File: src/rtl/freq_meas_scheduler_pkg.sv
// Shared definitions for the frequency-measurement scheduler.
// Contents: FSM state encodings, channel-count limit, and the round-robin
// helper that finds the next enabled channel after a given pointer.
package freq_meas_scheduler_pkg;

    localparam int unsigned MAX_CH = 8;

    localparam logic [2:0] ST_IDLE   = 3'd0;
    localparam logic [2:0] ST_SELECT = 3'd1;
    localparam logic [2:0] ST_SETTLE = 3'd2;
    localparam logic [2:0] ST_GATE   = 3'd3;
    localparam logic [2:0] ST_REPORT = 3'd4;

    // First enabled index strictly after ptr, wrapping modulo num_ch.
    // Returns ptr unchanged when nothing is enabled; callers gate on |enable.
    function automatic logic [2:0] next_rr(input logic [2:0]        ptr,
                                           input logic [MAX_CH-1:0] enable,
                                           input int unsigned       num_ch);
        logic [2:0] idx;
        logic       found;
        next_rr = ptr;
        found   = 1'b0;
        for (int unsigned i = 1; i <= MAX_CH; i++) begin
            idx = 3'((32'(ptr) + i) % num_ch);
            if (i <= num_ch && !found && enable[idx]) begin
                next_rr = idx;
                found   = 1'b1;
            end
        end
    endfunction

endpackage

File: src/rtl/freq_meas_scheduler_if.sv
// Bus between the scheduler and its environment.
// slave  : scheduler side (takes sig_in/ch_enable/run/result_ready,
//          drives result/result_ch/result_sat/result_valid/busy).
// master : environment side, directions mirrored.
interface freq_meas_scheduler_if #(
    parameter int unsigned NUM_CH = 4,
    parameter int unsigned CNT_W  = 16,
    parameter int unsigned CH_W   = (NUM_CH > 1) ? $clog2(NUM_CH) : 1
);
    logic [NUM_CH-1:0] sig_in;
    logic [NUM_CH-1:0] ch_enable;
    logic              run;
    logic [CNT_W-1:0]  result;
    logic [CH_W-1:0]   result_ch;
    logic              result_sat;
    logic              result_valid;
    logic              result_ready;
    logic              busy;

    modport master (
        output sig_in, ch_enable, run, result_ready,
        input  result, result_ch, result_sat, result_valid, busy
    );

    modport slave (
        input  sig_in, ch_enable, run, result_ready,
        output result, result_ch, result_sat, result_valid, busy
    );
endinterface

File: src/rtl/freq_gate_counter.sv
// Saturating rising-edge counter used inside one gate window.
// Ports: clk, rst_n (async active-low), clear (sync clear), enable (gate open),
//        edge_in (one-cycle edge strobe), count (current count), sat (an edge
//        arrived while the count was already at its maximum).
module freq_gate_counter #(
    parameter int unsigned CNT_W = 16
) (
    input  logic             clk,
    input  logic             rst_n,
    input  logic             clear,
    input  logic             enable,
    input  logic             edge_in,
    output logic [CNT_W-1:0] count,
    output logic             sat
);

    // Count edges while enabled; pin at all-ones and flag the lost edge.
    always_ff @(posedge clk or negedge rst_n) begin
        if (!rst_n) begin
            count <= '0;
            sat   <= 1'b0;
        end else if (clear) begin
            count <= '0;
            sat   <= 1'b0;
        end else if (enable && edge_in) begin
            if (count == '1) begin
                sat <= 1'b1;
            end else begin
                count <= count + CNT_W'(1);
            end
        end
    end

endmodule

File: src/rtl/freq_meas_scheduler.sv
// Time-shares one gated edge counter across NUM_CH square-wave inputs.
// Round-robin picks an enabled channel, settles, counts rising edges for
// GATE_CYCLES clocks and presents a channel-tagged result on valid/ready.
// Ports: clk, rst_n (async assert, synchronised deassert),
//        bus (slave modport): sig_in, ch_enable, run, result_ready in;
//        result, result_ch, result_sat, result_valid, busy out (registered).
module freq_meas_scheduler
    import freq_meas_scheduler_pkg::*;
#(
    parameter int unsigned NUM_CH        = 4,
    parameter int unsigned CNT_W         = 16,
    parameter int unsigned GATE_CYCLES   = 3437500,
    parameter int unsigned SETTLE_CYCLES = 8
) (
    input logic                  clk,
    input logic                  rst_n,
    freq_meas_scheduler_if.slave bus
);

    localparam int unsigned CH_W    = (NUM_CH > 1) ? $clog2(NUM_CH) : 1;
    localparam int unsigned TMR_MAX = (GATE_CYCLES > SETTLE_CYCLES) ? GATE_CYCLES : SETTLE_CYCLES;
    localparam int unsigned TMR_W   = $clog2(TMR_MAX);

    logic [1:0]        rst_pipe;
    logic              rst_sync_n;
    logic [NUM_CH-1:0] sync1, sync2;
    logic              prev;
    logic              sel_sync, edge_det;

    logic [2:0]        state, state_nxt;
    logic [CH_W-1:0]   cur_ch, cur_ch_nxt;
    logic [CH_W-1:0]   rr, rr_nxt, pick;
    logic [TMR_W-1:0]  tmr, tmr_nxt;
    logic [CNT_W-1:0]  res, res_nxt;
    logic [CH_W-1:0]   res_ch, res_ch_nxt;
    logic              res_sat, res_sat_nxt;
    logic              res_valid, res_valid_nxt;
    logic              busy_q, busy_nxt;

    logic              cnt_clear, cnt_en;
    logic [CNT_W-1:0]  gc_count;
    logic              gc_sat, gc_full;
    logic [CNT_W-1:0]  final_cnt;
    logic              final_sat;

    // Reset asserts asynchronously, releases two clocks later.
    always_ff @(posedge clk or negedge rst_n) begin
        if (!rst_n) rst_pipe <= '0;
        else        rst_pipe <= {rst_pipe[0], 1'b1};
    end
    assign rst_sync_n = rst_pipe[1];

    // Two-flop synchronisers plus edge-detect history on the selected channel.
    // prev always follows the selected input, so a channel switch is absorbed in SETTLE.
    always_ff @(posedge clk or negedge rst_sync_n) begin
        if (!rst_sync_n) begin
            sync1 <= '0;
            sync2 <= '0;
            prev  <= 1'b0;
        end else begin
            sync1 <= bus.sig_in;
            sync2 <= sync1;
            prev  <= sel_sync;
        end
    end

    assign sel_sync = sync2[cur_ch];
    assign edge_det = sel_sync & ~prev;

    assign cnt_clear = (state == ST_IDLE) || (state == ST_SELECT);
    assign cnt_en    = (state == ST_GATE);

    freq_gate_counter #(.CNT_W(CNT_W)) u_cnt (
        .clk     (clk),
        .rst_n   (rst_sync_n),
        .clear   (cnt_clear),
        .enable  (cnt_en),
        .edge_in (edge_det),
        .count   (gc_count),
        .sat     (gc_sat)
    );

    // Value the counter will hold after the last gate cycle, edge included.
    assign gc_full   = (gc_count == '1);
    assign final_cnt = (edge_det && !gc_full) ? gc_count + CNT_W'(1) : gc_count;
    assign final_sat = gc_sat | (edge_det & gc_full);

    assign pick = CH_W'(next_rr(3'(rr), MAX_CH'(bus.ch_enable), NUM_CH));

    // State register and all registered outputs.
    always_ff @(posedge clk or negedge rst_sync_n) begin
        if (!rst_sync_n) begin
            state     <= ST_IDLE;
            cur_ch    <= '0;
            rr        <= CH_W'(NUM_CH - 1);
            tmr       <= '0;
            res       <= '0;
            res_ch    <= '0;
            res_sat   <= 1'b0;
            res_valid <= 1'b0;
            busy_q    <= 1'b0;
        end else begin
            state     <= state_nxt;
            cur_ch    <= cur_ch_nxt;
            rr        <= rr_nxt;
            tmr       <= tmr_nxt;
            res       <= res_nxt;
            res_ch    <= res_ch_nxt;
            res_sat   <= res_sat_nxt;
            res_valid <= res_valid_nxt;
            busy_q    <= busy_nxt;
        end
    end

    // Next-state and next-output logic.
    always_comb begin
        state_nxt     = state;
        cur_ch_nxt    = cur_ch;
        rr_nxt        = rr;
        tmr_nxt       = tmr;
        res_nxt       = res;
        res_ch_nxt    = res_ch;
        res_sat_nxt   = res_sat;
        res_valid_nxt = res_valid;

        case (state)
            ST_IDLE: begin
                if (bus.run && (|bus.ch_enable)) state_nxt = ST_SELECT;
            end
            ST_SELECT: begin
                if (!(|bus.ch_enable)) begin
                    state_nxt = ST_IDLE;
                end else begin
                    cur_ch_nxt = pick;
                    rr_nxt     = pick;
                    tmr_nxt    = TMR_W'(SETTLE_CYCLES - 1);
                    state_nxt  = ST_SETTLE;
                end
            end
            ST_SETTLE: begin
                if (!bus.run) begin
                    state_nxt = ST_IDLE;
                end else if (!bus.ch_enable[cur_ch]) begin
                    state_nxt = ST_SELECT;
                end else if (tmr == '0) begin
                    tmr_nxt   = TMR_W'(GATE_CYCLES - 1);
                    state_nxt = ST_GATE;
                end else begin
                    tmr_nxt = tmr - TMR_W'(1);
                end
            end
            ST_GATE: begin
                if (!bus.run) begin
                    state_nxt = ST_IDLE;
                end else if (!bus.ch_enable[cur_ch]) begin
                    state_nxt = ST_SELECT;
                end else if (tmr == '0) begin
                    res_nxt       = final_cnt;
                    res_sat_nxt   = final_sat;
                    res_ch_nxt    = cur_ch;
                    res_valid_nxt = 1'b1;
                    state_nxt     = ST_REPORT;
                end else begin
                    tmr_nxt = tmr - TMR_W'(1);
                end
            end
            ST_REPORT: begin
                // run/ch_enable are ignored until the result is taken.
                if (bus.result_ready) begin
                    res_valid_nxt = 1'b0;
                    state_nxt     = bus.run ? ST_SELECT : ST_IDLE;
                end
            end
            default: state_nxt = ST_IDLE;
        endcase

        busy_nxt = (state_nxt != ST_IDLE);
    end

    assign bus.result       = res;
    assign bus.result_ch    = res_ch;
    assign bus.result_sat   = res_sat;
    assign bus.result_valid = res_valid;
    assign bus.busy         = busy_q;

endmodule

File: src/flat_wrapper.sv
// flat-port wrapper written by rule: the top's interface ports become plain ports
module freq_meas_scheduler_flat import freq_meas_scheduler_pkg::*;
#(
    parameter int unsigned NUM_CH        = 4,
    parameter int unsigned CNT_W         = 16,
    parameter int unsigned GATE_CYCLES   = 3437500,
    parameter int unsigned SETTLE_CYCLES = 8
)
  (clk, rst_n, bus_sig_in, bus_ch_enable, bus_run, bus_result_ready, bus_result, bus_result_ch, bus_result_sat, bus_result_valid, bus_busy);
  freq_meas_scheduler_if #(.NUM_CH(NUM_CH), .CNT_W(CNT_W)) bus_i ();
  input logic clk;
  input logic rst_n;
  input wire logic [$bits(bus_i.sig_in)-1:0] bus_sig_in;
  input wire logic [$bits(bus_i.ch_enable)-1:0] bus_ch_enable;
  input wire logic [$bits(bus_i.run)-1:0] bus_run;
  input wire logic [$bits(bus_i.result_ready)-1:0] bus_result_ready;
  output wire logic [$bits(bus_i.result)-1:0] bus_result;
  output wire logic [$bits(bus_i.result_ch)-1:0] bus_result_ch;
  output wire logic [$bits(bus_i.result_sat)-1:0] bus_result_sat;
  output wire logic [$bits(bus_i.result_valid)-1:0] bus_result_valid;
  output wire logic [$bits(bus_i.busy)-1:0] bus_busy;
  assign bus_i.sig_in = bus_sig_in;
  assign bus_i.ch_enable = bus_ch_enable;
  assign bus_i.run = bus_run;
  assign bus_i.result_ready = bus_result_ready;
  assign bus_result = bus_i.result;
  assign bus_result_ch = bus_i.result_ch;
  assign bus_result_sat = bus_i.result_sat;
  assign bus_result_valid = bus_i.result_valid;
  assign bus_busy = bus_i.busy;
  freq_meas_scheduler #(.NUM_CH(NUM_CH), .CNT_W(CNT_W), .GATE_CYCLES(GATE_CYCLES), .SETTLE_CYCLES(SETTLE_CYCLES)) u_core (.clk(clk), .rst_n(rst_n), .bus(bus_i));
endmodule
File: config.mk
export PLATFORM = sky130hd
export DESIGN_NAME = freq_meas_scheduler_flat
export DESIGN_NICKNAME = d
export VERILOG_FILES = /design/src/rtl/freq_meas_scheduler_pkg.sv /design/src/rtl/freq_meas_scheduler_if.sv /design/src/rtl/freq_gate_counter.sv /design/src/rtl/freq_meas_scheduler.sv /design/src/flat_wrapper.sv
export SDC_FILE = /design/constraint.sdc
export NUM_CORES = 1
export LEC_CHECK = 0
export CAP_MARGIN = 5
export CORE_MARGIN = 2
export CORE_UTILIZATION = 55
export DETAILED_ROUTE_END_ITERATION = 7
export PLACE_DENSITY = 0.75
export SYNTH_ARGS = -nofsm -noshare
export SYNTH_HDL_FRONTEND = slang
export SYNTH_HIERARCHICAL = 1
export SYNTH_SLANG_ARGS = --single-unit
File: constraint.sdc
create_clock -name clk -period 2.6 [get_ports clk]
set_input_delay 0.39 -clock clk [delete_from_list [all_inputs] [get_ports clk]]
set_output_delay 0.39 -clock clk [all_outputs]
set_load 0.01 [all_outputs]
==> results.md <==
| Result | Reported | Unit |
|:---|:---|:---|
| Run status | finished, final reports clean | - |
| Routed Wire Length | 10.46 | mm |
| Min-Delay Path Class | in -> async | - |
| Worst Setup Path Type | reg -> reg | - |
| Switching part of the total power | 37.06 | % |
| Final-report hold violation count | 0 | - |
| GR Util All Layers | 25.20 | % |
| Overflow after GRT | 0 | - |
| Setup TNS after final layout | 0 | ps |
| Number of buffers added by the clock tree synthesis step | 9 | - |
| Via count of the first global-routing pass | 3699 | - |
| Buffers added on ports | 32 | - |
| Worst-case setup margin in the final layout | 208.3 | ps |
| Logic gate share of total power | 29.3 | % |
| Combined area of the multi-input logic cells | 2425 | sq um |
| Post-detailed-route DRC marker count | 0 | - |
| Cell total after placement | 591 | - |
| Mapped cell area | 4534 | sq um |
| Number of distinct library cells after synthesis | 69 | - |
| Bufs on Longest Clock Path | 2 | - |
| Overall power consumption | 3.262 | mW |
| Slew HR | 35.83 | % |
| Final estimated routing congestion in global placement | 0.9077 | - |
| Share of power burned in the clock network | 26.6 | % |
| Flip-flop and latch count after synthesis | 78 | - |
| Shortest period the worst path allows | 2392 | ps |
| Final design instance area without fill | 5263 | sq um |
| Antenna cells | 0 | - |
| RSZ-0062 raised after global routing | false | - |
| Category of the worst setup path capture point | flop | - |
| Top-level port count | 33 | - |
| P per Cell Area | 619.8 | nW/um^2 |
| Maximum ir drop on the vdd rail | 446.0 | uV |
| Floorplan die width | 94.80 | um |
| Routed via count divided by cell count | 6.382 | - |
| Die Span Y | 94.80 | um |
| Data arrival time of the worst path | 2630 | ps |
| CTS tree | built | - |
| Count of placed standard cells in the final layout, fillers left out | 607 | - |
| Async S/R FF share, synth | 100.0 | % |
| Root buf cell | sky130_fd_sc_hd__clkbuf_8 | - |
| Final-report setup violation count | 0 | - |
| Initial antenna violation count | 0 | - |
| Core Util, Final | 65.03 | % |
| Slew at the pin with the worst max-slew slack | 962.6 | ps |
| Net switching power of the design | 1.209 | mW |
| Element type at the critical path start | flop | - |
| Initial Util | 56.03 | % |
| Number of DRC markers after the initial detailed-route iteration | 310 | - |
| Count of antenna-violating nets left after detailed routing | 0 | - |
| Clock sinks | 78 | - |
| Share of the clock period used by the worst path | 91.99 | % |
| Flip-flop cell with the highest count after synthesis | sky130_fd_sc_hd__dfrtp_1 | - |
| Number of fillers in the final layout | 671 | - |
| Clk Latency, worst-skew pair | 360 | ps |
| Maximum Capacitance Violations | 0 | - |
| Highest-count cells in the layout ignoring fill and taps | sky130_fd_sc_hd__dfrtp_1 (75), sky130_fd_sc_hd__a21oi_1 (34), sky130_fd_sc_hd__clkdlybuf4s50_1 (32) | - |
| Total number of vias | 3874 | - |
| First-pass GRT wire length | 17.84 | mm |
| Setup fix buffers added after clock tree synthesis | 0 | - |
| Synthesized area per cell | 10.08 | sq um |
| Clk slew on worst S/H paths | 90 | ps |
| Worst clock skew | 12.90 | ps |
| Net count reported at finish | 513 | - |
| Required @ worst endpoint | 2840 | ps |
| FMAX | 0.4181 | GHz |
| Area of the core region | 8093 | sq um |
| Hold-fix buffer count after cts | 0 | - |
| Yosys warns | 6 | - |
| Site row count | 33 | - |
| Leakage power summed over all cells | 2.312 | nW |
| Router iterations before antenna repair | 5 | - |
| Number of nets produced by synthesis | 466 | - |
| Share of post-route cells with drive strength above 1 | 15.14 | % |
| Maximum level of the CTS H-tree | 3 | - |
| Largest net degree at the start of global routing | 77 | - |
| Cell area reported after detailed placement | 5069 | sq um |
| Max Transition Viols Final | 0 | - |
| Number of synthesized flops with an enable pin | 0 | - |
| Area overhead of the layout relative to synthesis | 16.06 | % |
| Internal power consumption | 2.053 | mW |
| Final HPWL DP | 7.515 | mm |
| Post-CTS sizing | 0 | - |
| Wire per inst | 17.23 | um |
| Area enclosed by the die boundary | 8986 | sq um |
| Proportion of synthesized chip area in sequential cells | 43.10 | % |
| Most common cell after layout, fill and taps aside | sky130_fd_sc_hd__dfrtp_1 | - |
| Sequential Power Share | 44.1 | % |
| Total area of sequential cells | 1958 | sq um |
| Place WS | 115.6 | ps |
| WHS | 186.0 | ps |
| Synth Instances | 450 | - |
| CP Max Fanout | 10 | - |
==> flip-flops by register name (all words and copies together), names as in the netlist <==
name	cells
u_core/rr	2
u_core/rst_pipe	2
u_core/bus.result_sat	1
u_core/bus.result_valid	1
u_core/state	3
u_core/sync2	4
u_core/bus.result	16
u_core/u_cnt/sat	1
u_core/cur_ch	2
u_core/tmr	22
u_core/prev	1
u_core/bus.result_ch	2
u_core/u_cnt/count	16
u_core/sync1	4
u_core/bus.busy	1
==> cell type report <==
cell class / instances / area share (%)
Sequential cell: 78 / 37.21
Clock buffer: 9 / 2.354
Multi-Input combinational cell: 337 / 46.08
Clock inverter: 7 / 1.189
Tap cell: 105 / 2.496
Timing Repair Buffer: 54 / 9.463
Inverter: 17 / 1.213
==> path summary, 6_finish.rpt <==
kind | to | slack, ps | cells past startpoint | start
max in group asynchronous | u_core/u_cnt/count[1] | 1500 | 0 | u_core/rst_pipe[1]
worst max-delay path | u_core/bus.result[1] | 210 | 8 | u_core/tmr[0]
min in group clk | u_core/sync2[0] | 360 | 0 | u_core/sync1[0]
worst min register to register | u_core/sync2[0] | 360 | 0 | u_core/sync1[0]
worst max register to register | u_core/bus.result[1] | 210 | 8 | u_core/tmr[0]
worst min-delay path | u_core/rst_pipe[1] | 190 | 1 | rst_n
==> cell usage after synthesis (6+ instances only) <==
| library cell | n | area, sq um |
|---|---|---|
| sky130_fd_sc_hd__or4_1 | 8 | 60.06 |
| sky130_fd_sc_hd__or3_1 | 7 | 43.79 |
| sky130_fd_sc_hd__nand3_1 | 20 | 100.1 |
| sky130_fd_sc_hd__nor2b_1 | 6 | 37.54 |
| sky130_fd_sc_hd__nor3_1 | 15 | 75.07 |
| sky130_fd_sc_hd__nand4_1 | 6 | 37.54 |
| sky130_fd_sc_hd__mux2_2 | 9 | 101.4 |
| sky130_fd_sc_hd__a21oi_1 | 34 | 170.2 |
| sky130_fd_sc_hd__clkbuf_1 | 10 | 37.54 |
| sky130_fd_sc_hd__o31ai_1 | 7 | 52.55 |
| sky130_fd_sc_hd__nand2_1 | 27 | 101.4 |
| sky130_fd_sc_hd__mux2i_1 | 10 | 100.1 |
| sky130_fd_sc_hd__dfrtp_1 | 76 | 1902 |
| sky130_fd_sc_hd__nor2_1 | 21 | 78.83 |
| sky130_fd_sc_hd__a31oi_1 | 10 | 62.56 |
| sky130_fd_sc_hd__inv_1 | 17 | 63.81 |
| sky130_fd_sc_hd__o21ai_0 | 22 | 110.1 |
| sky130_fd_sc_hd__xor2_1 | 13 | 113.9 |
| sky130_fd_sc_hd__mux2_1 | 13 | 146.4 |
| sky130_fd_sc_hd__and3_1 | 8 | 50.05 |
| sky130_fd_sc_hd__nor4_1 | 6 | 37.54 |
| sky130_fd_sc_hd__o22ai_1 | 6 | 37.54 |
| sky130_fd_sc_hd__o21bai_1 | 7 | 52.55 |
==> worst max-delay path, cell delays in order, from the launching register on <==
cell                      delay, ps
sky130_fd_sc_hd__dfrtp_1        440
sky130_fd_sc_hd__inv_1          130
sky130_fd_sc_hd__ha_1           160
sky130_fd_sc_hd__nor4b_2        270
sky130_fd_sc_hd__and3_1         340
sky130_fd_sc_hd__nand3_2        140
sky130_fd_sc_hd__nor3_4         220
sky130_fd_sc_hd__buf_4          220
sky130_fd_sc_hd__mux2_2         350
==> kinds of logic after synthesis <==
family | after synthesis | synth area share [%]
AO/OA/AOI/OAI | 123 | 17.99
XOR/XNOR | 14 | 2.704
adder cells (fa/ha/maj) | 4 | 1.104
buffers and inverters | 35 | 3.587
flip-flops | 78 | 43.10
multiplexers | 34 | 8.665
other | 1 | 0.08270
AND/OR/NAND/NOR | 161 | 22.77
==> metal layers <==
layer	wire [um]	vias up	part of all wire (%)	global-route usage, %
met5	0	-	0	0
met3	687	25	6.6	3.831
li1	-	1806	-	-
met4	182	0	1.7	9.541
met2	4879	190	47	39.18
met1	4708	1853	45	35.64
==> power groups by stage <==
stage                     clock, mW  combinational, mW  sequential, mW
final                         0.866              0.955            1.44
after global routing          0.950               1.05            1.46
after CTS                     0.897              0.935            1.44
after detailed placement          0              0.931            1.46
after global placement            0              0.908            1.46
after floorplan                   0              0.692            1.40
Note: power is estimated with default switching activity, not from simulation.
